### src/rtl/sdf_stage_ctrl_if.sv
// rtl/sdf_stage_ctrl_if.sv - sample handshake and stage control bundle for sdf_stage_ctrl
interface sdf_stage_ctrl_if;
  logic in_valid;
  logic in_sop;
  logic flush;
  logic bf_sel;
  logic dl_shift;
  logic mul_j;
  logic out_valid;
  logic out_sop;
  logic flush_zero;
  logic busy;
  logic sop_err;

  modport master (
    output in_valid, in_sop, flush,
    input  bf_sel, dl_shift, mul_j, out_valid, out_sop, flush_zero, busy, sop_err
  );

  modport slave (
    input  in_valid, in_sop, flush,
    output bf_sel, dl_shift, mul_j, out_valid, out_sop, flush_zero, busy, sop_err
  );
endinterface

### src/rtl/sdf_stage_ctrl.sv
// rtl/sdf_stage_ctrl.sv - radix-2^2 SDF FFT stage sequencer; SDF_TRIVIAL_MUL_EN enables the -j select decode
module sdf_stage_ctrl #(
  parameter int LOG2_DELAY = 3,
  parameter int FRAME_LOG2 = 6
) (
  input logic            clk,
  input logic            rst_n,
  sdf_stage_ctrl_if.slave bus
);

  localparam int D = 1 << LOG2_DELAY;
  localparam logic [FRAME_LOG2-1:0] CNT_ONE  = FRAME_LOG2'(1);
  localparam logic [FRAME_LOG2-1:0] IDX_D    = FRAME_LOG2'(D);
  localparam logic [LOG2_DELAY-1:0] SUB_ONE  = LOG2_DELAY'(1);
  localparam logic [LOG2_DELAY-1:0] SUB_LAST = LOG2_DELAY'(D - 1);

  typedef enum logic [1:0] {S_IDLE, S_FILL, S_RUN, S_FLUSH} state_t;

  state_t                  state_q, state_d;
  logic [FRAME_LOG2-1:0]   cnt_q, cnt_d;
  // Shared progress counter: samples buffered while filling, shift cycles while flushing.
  logic [LOG2_DELAY-1:0]   sub_q, sub_d;
  logic bf_sel_q, bf_sel_d;
  logic dl_shift_q, dl_shift_d;
  logic out_valid_q, out_valid_d;
  logic out_sop_q, out_sop_d;
  logic flush_zero_q, flush_zero_d;
  logic busy_q, busy_d;
  logic sop_err_q, sop_err_d;
  logic accept;
  logic [FRAME_LOG2-1:0]   idx;

  always_comb begin
    state_d      = state_q;
    cnt_d        = cnt_q;
    sub_d        = sub_q;
    bf_sel_d     = 1'b0;
    dl_shift_d   = 1'b0;
    out_valid_d  = 1'b0;
    out_sop_d    = 1'b0;
    flush_zero_d = 1'b0;
    sop_err_d    = 1'b0;
    accept       = bus.in_valid && (state_q != S_FLUSH);
    idx          = (accept && bus.in_sop) ? '0 : cnt_q;

    if (accept) begin
      cnt_d       = idx + CNT_ONE;
      dl_shift_d  = 1'b1;
      bf_sel_d    = idx[LOG2_DELAY];
      out_valid_d = (state_q == S_RUN);
      out_sop_d   = (state_q == S_RUN) && (idx == IDX_D);
      sop_err_d   = bus.in_sop && (cnt_q != '0);
    end

    case (state_q)
      S_IDLE: begin
        if (accept) begin
          state_d = S_FILL;
          sub_d   = SUB_ONE;
        end
      end
      S_FILL: begin
        if (accept) begin
          if (sub_q == SUB_LAST) begin
            state_d = S_RUN;
            sub_d   = '0;
          end else begin
            sub_d = sub_q + SUB_ONE;
          end
        end
      end
      S_RUN: begin
      end
      S_FLUSH: begin
        // Index keeps advancing so bf_sel tracks the zeros pushed through the delay line.
        dl_shift_d   = 1'b1;
        flush_zero_d = 1'b1;
        out_valid_d  = 1'b1;
        bf_sel_d     = cnt_q[LOG2_DELAY];
        cnt_d        = cnt_q + CNT_ONE;
        if (sub_q == SUB_LAST) begin
          state_d = S_IDLE;
          cnt_d   = '0;
          sub_d   = '0;
        end else begin
          sub_d = sub_q + SUB_ONE;
        end
      end
      default: begin
        state_d = S_IDLE;
      end
    endcase

    if (bus.flush && (state_q == S_FILL || state_q == S_RUN)) begin
      state_d = S_FLUSH;
      sub_d   = '0;
    end

    busy_d = (state_d != S_IDLE) || (state_q == S_FLUSH);
  end

  always_ff @(posedge clk) begin
    if (!rst_n) begin
      state_q      <= S_IDLE;
      cnt_q        <= '0;
      sub_q        <= '0;
      bf_sel_q     <= 1'b0;
      dl_shift_q   <= 1'b0;
      out_valid_q  <= 1'b0;
      out_sop_q    <= 1'b0;
      flush_zero_q <= 1'b0;
      busy_q       <= 1'b0;
      sop_err_q    <= 1'b0;
    end else begin
      state_q      <= state_d;
      cnt_q        <= cnt_d;
      sub_q        <= sub_d;
      bf_sel_q     <= bf_sel_d;
      dl_shift_q   <= dl_shift_d;
      out_valid_q  <= out_valid_d;
      out_sop_q    <= out_sop_d;
      flush_zero_q <= flush_zero_d;
      busy_q       <= busy_d;
      sop_err_q    <= sop_err_d;
    end
  end

`ifdef SDF_TRIVIAL_MUL_EN
  logic mul_j_q, mul_j_d;

  always_comb begin
    mul_j_d = out_valid_d && (idx[LOG2_DELAY+1:LOG2_DELAY] == 2'b11);
  end

  always_ff @(posedge clk) begin
    if (!rst_n) begin
      mul_j_q <= 1'b0;
    end else begin
      mul_j_q <= mul_j_d;
    end
  end

  assign bus.mul_j = mul_j_q;
`else
  assign bus.mul_j = 1'b0;
`endif

  assign bus.bf_sel     = bf_sel_q;
  assign bus.dl_shift   = dl_shift_q;
  assign bus.out_valid  = out_valid_q;
  assign bus.out_sop    = out_sop_q;
  assign bus.flush_zero = flush_zero_q;
  assign bus.busy       = busy_q;
  assign bus.sop_err    = sop_err_q;

endmodule

### src/flat_wrapper.sv
// flat-port wrapper written by rule: the top's interface ports become plain ports
module sdf_stage_ctrl_flat 
#(
  parameter int LOG2_DELAY = 3,
  parameter int FRAME_LOG2 = 6
)
  (clk, rst_n, bus_in_valid, bus_in_sop, bus_flush, bus_bf_sel, bus_dl_shift, bus_mul_j, bus_out_valid, bus_out_sop, bus_flush_zero, bus_busy, bus_sop_err);
  sdf_stage_ctrl_if bus_i ();
  input logic clk;
  input logic rst_n;
  input wire logic [$bits(bus_i.in_valid)-1:0] bus_in_valid;
  input wire logic [$bits(bus_i.in_sop)-1:0] bus_in_sop;
  input wire logic [$bits(bus_i.flush)-1:0] bus_flush;
  output wire logic [$bits(bus_i.bf_sel)-1:0] bus_bf_sel;
  output wire logic [$bits(bus_i.dl_shift)-1:0] bus_dl_shift;
  output wire logic [$bits(bus_i.mul_j)-1:0] bus_mul_j;
  output wire logic [$bits(bus_i.out_valid)-1:0] bus_out_valid;
  output wire logic [$bits(bus_i.out_sop)-1:0] bus_out_sop;
  output wire logic [$bits(bus_i.flush_zero)-1:0] bus_flush_zero;
  output wire logic [$bits(bus_i.busy)-1:0] bus_busy;
  output wire logic [$bits(bus_i.sop_err)-1:0] bus_sop_err;
  assign bus_i.in_valid = bus_in_valid;
  assign bus_i.in_sop = bus_in_sop;
  assign bus_i.flush = bus_flush;
  assign bus_bf_sel = bus_i.bf_sel;
  assign bus_dl_shift = bus_i.dl_shift;
  assign bus_mul_j = bus_i.mul_j;
  assign bus_out_valid = bus_i.out_valid;
  assign bus_out_sop = bus_i.out_sop;
  assign bus_flush_zero = bus_i.flush_zero;
  assign bus_busy = bus_i.busy;
  assign bus_sop_err = bus_i.sop_err;
  sdf_stage_ctrl #(.LOG2_DELAY(LOG2_DELAY), .FRAME_LOG2(FRAME_LOG2)) u_core (.clk(clk), .rst_n(rst_n), .bus(bus_i));
endmodule
### config.mk
export PLATFORM = sky130hd
export DESIGN_NAME = sdf_stage_ctrl_flat
export DESIGN_NICKNAME = d
export VERILOG_FILES = /design/src/rtl/sdf_stage_ctrl_if.sv /design/src/rtl/sdf_stage_ctrl.sv /design/src/flat_wrapper.sv
export SDC_FILE = /design/constraint.sdc
export NUM_CORES = 1
export LEC_CHECK = 0
export ABC_AREA = 1
export CAP_MARGIN = 20
export CORE_AREA = 2 2 58 60
export CTS_BUF_LIST = sky130_fd_sc_hd__clkbuf_4
export CTS_CLUSTER_DIAMETER = 120
export DETAILED_ROUTE_END_ITERATION = 8
export DIE_AREA = 0 0 60 62
export DONT_BUFFER_PORTS = 1
export SYNTH_ARGS = -nofsm -noshare
export SYNTH_HDL_FRONTEND = slang
export SYNTH_SLANG_ARGS = --single-unit
### constraint.sdc
create_clock -name clk -period 4.97 [get_ports clk]
set_input_delay 0.7455 -clock clk [delete_from_list [all_inputs] [get_ports clk]]
set_output_delay 0.7455 -clock clk [all_outputs]
set_load 0.1 [all_outputs]
==> flow_summary.json, run 1 <==
{
  "cts_root_buf": "clkbuf_4",
  "min_period_over_period": 0.4044,
  "diodes": 0,
  "peakVddDrop_mv": 0.2494,
  "worstMarginPinSlew_ns": 0.9489,
  "synth_fa_ha_area_frac": 0.1203,
  "p_switching_uw": 211.7,
  "power_density_nw_per_um2": 415.7,
  "r2r_slack_ns": 3.10,
  "final_nets": 160,
  "via_per_inst": 4.632,
  "syn_nets": 157,
  "min-delay-start": "bus_in_sop",
  "setup_viol": 0,
  "reg2reg_depth": 11,
  "synth_top_family_by_area": "simple AND/OR/NAND/NOR gates",
  "overflow": 0,
  "fillCellCount": 353,
  "hold_violations": 0,
  "leakage_uw": 0.0005186,
  "dp_hpwl_um": 1738,
  "row_count": 21,
  "routedWlPerCell_um": 11.78,
  "dp_cells": 186,
  "io_pins": 13,
  "synth_cell_type_count": 26,
  "clockPowerShare": 0.169,
  "timing.slew.headroom": 0.3665,
  "clock_sinks": 18,
  "finClkSkew_ns": 0.004916,
  "grt_max_degree": 11,
  "antenna_found_initial": 0,
  "grt_pass1_wl_um": 3622,
  "synthSimpleGateAreaFrac": 0.2780,
  "clockBufferDepth": 2,
  "cts_resized": 0,
  "drive_gt1_frac": 0.07639,
  "dpl-instance-area_um2": 1082,
  "status": "complete, no violations",
  "rsz0062_at_grt": "false",
  "postRouteAntennaNets": 0,
  "netlist_area_um2": 1040,
  "gp_congestion": 0.8011,
  "grt_pass1_vias": 800,
  "hp-class": "in2reg",
  "yosys.area.top_type": "dfxtp_1",
  "start_util": 0.3270,
  "endpoint_kind": "primary output",
  "final_common_cell": "nand2_1",
  "r2r_end": "u_core.cnt_q[4]",
  "synth_mux_area_frac": 0,
  "worstSetupPathType": "reg2out",
  "cap_violations": 0,
  "swShare": 0.4594,
  "critPathRequiredTime_ns": 4.22,
  "power_frac_seq": 0.524,
  "die_y_um": 62,
  "die_width_um": 60,
  "synth.area.top_cells": "dfxtp_1 (35%), ha_1 (12%), nand2_1 (10%)",
  "combPwrFrac": 0.307,
  "hold_path_end": "u_core.bus.bf_sel",
  "setup-tns-final_ns": 0,
  "hold_depth": 1,
  "areaGrowthSynthToFinish_pct": 6.618,
  "cts-buffers-inserted": 3,
  "clock_latency_ns": 0.30,
  "fin_util": 0.3487,
  "instances_no_fill": 190,
  "synth_top_area_share": 0.3466,
  "stdcell_area_um2": 1109,
  "syn_avg_cell_area_um2": 7.322,
  "most-common-layout-cells": "nand2_1 (28), inv_1 (21), dfxtp_1 (18)",
  "cts_hold_buf": 0,
  "wl_um": 2239,
  "ys_ff_latch": 18,
  "cp.arrival_ns": 1.26,
  "period_minus_slack_ns": 2.010,
  "drt_iter0_drc": 43,
  "synth_compound_area_frac": 0.1516,
  "coreArea_um2": 3179,
  "port_buffers": 0,
  "drc": 0,
  "crit_path_start_kind": "flip-flop",
  "worst-path-max-fanout": 1,
  "drv_slew": 0,
  "routed-via-count": 880,
  "htree_levels": 1,
  "seq_area_frac_synth": 0.3466,
  "cts_setup_buffers": 0,
  "grt.total_usage": 0.1318,
  "cts_tree": "yes",
  "synth_cells": 142,
  "r2r-start": "u_core.state_q[1]",
  "synth-xor-area-share": 0,
  "yosysWarnings": 0,
  "max_freq_mhz": 497.5,
  "internal-power_uw": 249.1,
  "dr.pass1.iters": 4,
  "dieArea_um2": 3720,
  "total_power_uw": 460.8,
  "cts.clk_slew.worst_paths_ns": 0.11
}
-- how the worst max path moves through the flow --
stage	start	to	slack [ns]	cells after the start
after CTS	u_core.bus.out_valid	bus_out_valid	2.94	0
final	u_core.bus.out_valid	bus_out_valid	2.96	0
after detailed placement	u_core.state_q[1]	u_core.cnt_q[4]	3.11	11
after global placement	u_core.state_q[1]	u_core.cnt_q[4]	3.21	11
after global routing	u_core.state_q[1]	u_core.cnt_q[4]	2.89	11
after floorplan	u_core.bus.bf_sel	bus_bf_sel	3.32	0
-- power groups by stage --
stage	combinational (µW)	sequential, µW	clock [µW]
global placement	136	243	0
detailed placement	140	245	0
CTS	141	241	80.9
global route	169	244	87.9
finish	142	241	77.9
floorplan	117	238	0
-- cell type report --
type / count / area (µm²) / share of cell area
Multi-Input combinational cell: 99 / 575.6 / 0.5192
Sequential cell: 18 / 360.3 / 0.3251
Inverter: 23 / 88.84 / 0.08014
Tap cell: 46 / 57.56 / 0.05192
Clock buffer: 3 / 22.52 / 0.02032
Clock inverter: 1 / 3.754 / 0.003386
-- registers in the layout, indices dropped and copies added, names as in the netlist --
| register | count |
|---|---|
| u_core.bus.bf_sel | 1 |
| u_core.state_q | 2 |
| u_core.sub_q | 3 |
| u_core.bus.flush_zero | 1 |
| u_core.bus.dl_shift | 1 |
| u_core.bus.out_valid | 1 |
| u_core.bus.out_sop | 1 |
| u_core.bus.sop_err | 1 |
| u_core.cnt_q | 6 |
| u_core.bus.busy | 1 |
-- cell usage after synthesis --
master      n
ha_1       10
inv_2       1
nand2_4     1
nand3_4     1
nor2_4      1
nand3b_1    1
nor2_1     12
a211oi_1    1
o22ai_1     1
buf_4       2
o21ai_2     1
dfxtp_1    18
a221oi_1    1
inv_1      21
conb_1      1
inv_4       1
a31oi_1     1
a2111oi_2   1
nor3_2      1
o21ai_0    11
nor3_1      4
o21ai_1     1
nand2_1    28
nand3_1    11
nand4_1     1
a21oi_1     9
-- logic make-up after synthesis --
kind of cell,after synthesis
simple gates,61
compound gates,27
buf+inv,25
flops,18
fa+ha+maj,10
other cells,1
-- metrics by stage --
stage                     hold WS [ns]  setup slack, ns
final                           0.5327            2.960
after global routing            0.5153            2.887
after CTS                       0.5285            2.944
after detailed placement        0.5308            3.114
after global placement          0.5169            3.208
after floorplan                 0.4810            3.316
-- per-layer routing --
layer / share of wire / wire length, µm / GRT usage
met5: 0 / 0 / 0
met2: 0.50 / 1114 / 0.2189
met4: 0.0063 / 14 / 0.02857
met3: 0.042 / 94 / 0.04348
met1: 0.45 / 1015 / 0.1673
(Power assumes the default switching activity.)
==> run 2, diff against run 1 <==
- clock period: 4.97 -> 1.9 ns (I/O delays scaled with it)
==> flow_summary.json, run 2 (synthesis results as in run 1) <==
{
  "status": "complete, no violations",
  "grt_max_degree": 10,
  "areaGrowthSynthToFinish_pct": 14.32,
  "leakage_uw": 0.0005727,
  "grt.total_usage": 0.1252,
  "setup_slack_ns": 0.2132,
  "hp-class": "in2reg",
  "grt_pass1_vias": 821,
  "clockPowerShare": 0.158,
  "setup-tns-final_ns": 0,
  "internal-power_uw": 686.2,
  "seq_area_um2": 361.6,
  "swShare": 0.4474,
  "multi_input_area_um2": 575.6,
  "drc": 0,
  "rsz0062_at_grt": "false",
  "drt_iter0_drc": 44,
  "drv_slew": 0,
  "antenna_found_initial": 0,
  "dp_hpwl_um": 1752,
  "clockBufferDepth": 2,
  "dr.pass1.iters": 4,
  "largest_reg_flops": 6,
  "port_buffers": 0,
  "row_count": 21,
  "period_minus_slack_ns": 1.687,
  "top_regs": "u_core.cnt_q x6, u_core.sub_q x3, u_core.state_q x2",
  "clock_latency_ns": 0.30,
  "worst-path-max-fanout": 9,
  "critPathSlowestCell": "dfxtp_1",
  "cp.arrival_ns": 1.88,
  "clock_sinks": 18,
  "critPathRequiredTime_ns": 2.10,
  "finClkSkew_ns": 0.002778,
  "hold_violations": 0,
  "gp_congestion": 0.8223,
  "io_pins": 13,
  "routed-via-count": 942,
  "cap_violations": 0,
  "peakVddDrop_mv": 0.5053,
  "cts.clk_slew.worst_paths_ns": 0.11,
  "endpoint_kind": "flip-flop",
  "diodes": 0,
  "die_y_um": 62,
  "cts_hold_buf": 0,
  "dieArea_um2": 3720,
  "crit_path_start_kind": "flip-flop",
  "final_nets": 171,
  "instances_no_fill": 200,
  "routedWlPerCell_um": 11.11,
  "start_util": 0.3270,
  "crit_path_cell_trace": "ha_1 -> inv_4 -> nand3_4 -> nand2_1 -> inv_1 -> ha_1 -> nand3_1 -> nor2_1 -> nand2_1 -> nand3_1 -> a21oi_1",
  "most-common-layout-cells": "nand2_1 (28), inv_1 (21), dfxtp_1 (17)",
  "min_period_over_period": 0.8878,
  "worstSetupPathType": "reg2reg",
  "via_per_inst": 4.710,
  "postRouteAntennaNets": 0,
  "overflow": 0,
  "grt_pass1_wl_um": 3512,
  "wl_um": 2222,
  "cts_root_buf": "clkbuf_4",
  "htree_levels": 1,
  "drive_gt1_frac": 0.1494,
  "die_width_um": 60,
  "coreArea_um2": 3179,
  "max_stage_delay_ns": 0.42,
  "dp_cells": 194,
  "power_density_nw_per_um2": 1045,
  "combPwrFrac": 0.442,
  "regMostFlops": "u_core.cnt_q",
  "final_common_cell": "nand2_1",
  "power_frac_seq": 0.400,
  "cts_tree": "yes",
  "cts-buffers-inserted": 3,
  "fillCellCount": 333,
  "max_freq_mhz": 592.8,
  "setup_viol": 0,
  "dp_slack_ns": 0.1601,
  "p_switching_uw": 555.5
}
[run 2: changes by cell type in the layout (fill, tap and decap cells not counted), sizes merged]
cell and change:
clkinv -1, buf +11
[run 2: routing by layer]
| layer | wire, µm | vias to the layer above | part of all wire | track usage |
|---|---|---|---|---|
| met1 | 1055 | 438 | 0.47 | 0.1593 |
| li1 | - | 487 | - | - |
| met2 | 1068 | 15 | 0.48 | 0.2096 |
| met5 | 0 | - | 0 | 0 |
| met4 | 18 | 0 | 0.0081 | 0.02857 |
| met3 | 79 | 2 | 0.036 | 0.03727 |
[run 2: power groups by stage]
stage          clock network [µW]  logic, µW  registers [µW]
5_1_grt                       210        617             508
3_3_place_gp                    0        525             499
3_5_place_dp                    0        536             503
4_1_cts                       198        538             495
2_1_floorplan                   0        305             623
6_report                      197        548             497
[run 2: worst max-delay path: cells and delay by family, from the launching register on]
kind	cells	cell delay [ns]
AOI/OAI and AO/OA	1	0.06
adders and majority gates	2	0.42
buffers and inverters	2	0.14
DFF	1	0.42
and+or+nand+nor	6	0.54
[run 2: area by class of cell]
cell class,count,area share
Sequential cell,18,0.3042
Inverter,23,0.07474
Timing Repair Buffer,11,0.06947
Multi-Input combinational cell,99,0.4842
Tap cell,46,0.04842
Clock buffer,3,0.01895
[run 2: final timing paths]
kind | from | slack, ns | cells after the start | to
setup / recovery | u_core.state_q[0] | 0.21 | 11 | u_core.cnt_q[4]
hold / removal | bus_in_sop | 0.07 | 1 | u_core.bus.bf_sel
setup reg to reg | u_core.state_q[0] | 0.21 | 11 | u_core.cnt_q[4]
hold reg to reg | u_core.cnt_q[1] | 0.56 | 2 | u_core.cnt_q[1]
[run 2: repair_timing]
item / in CTS / in global routing
buffers inserted: 0 / 3
gates resized for setup: 0 / 1
setup endpoints to repair: 0 / 1
[run 2: per-stage QoR]
| step | hold WS [ns] | utilization | total power (µW) | cell area, µm² |
|---|---|---|---|---|
| floorplan | 0.3827 | - | 927.8 | 1040 |
| global placement | 0.3938 | 0.3593 | 1024 | 1142 |
| detailed placement | 0.3937 | 0.3593 | 1040 | 1142 |
| CTS | 0.07472 | 0.3664 | 1230 | 1165 |
| global route | 0.06544 | 0.3739 | 1334 | 1189 |
| finish | 0.07461 | 0.3739 | 1242 | 1189 |
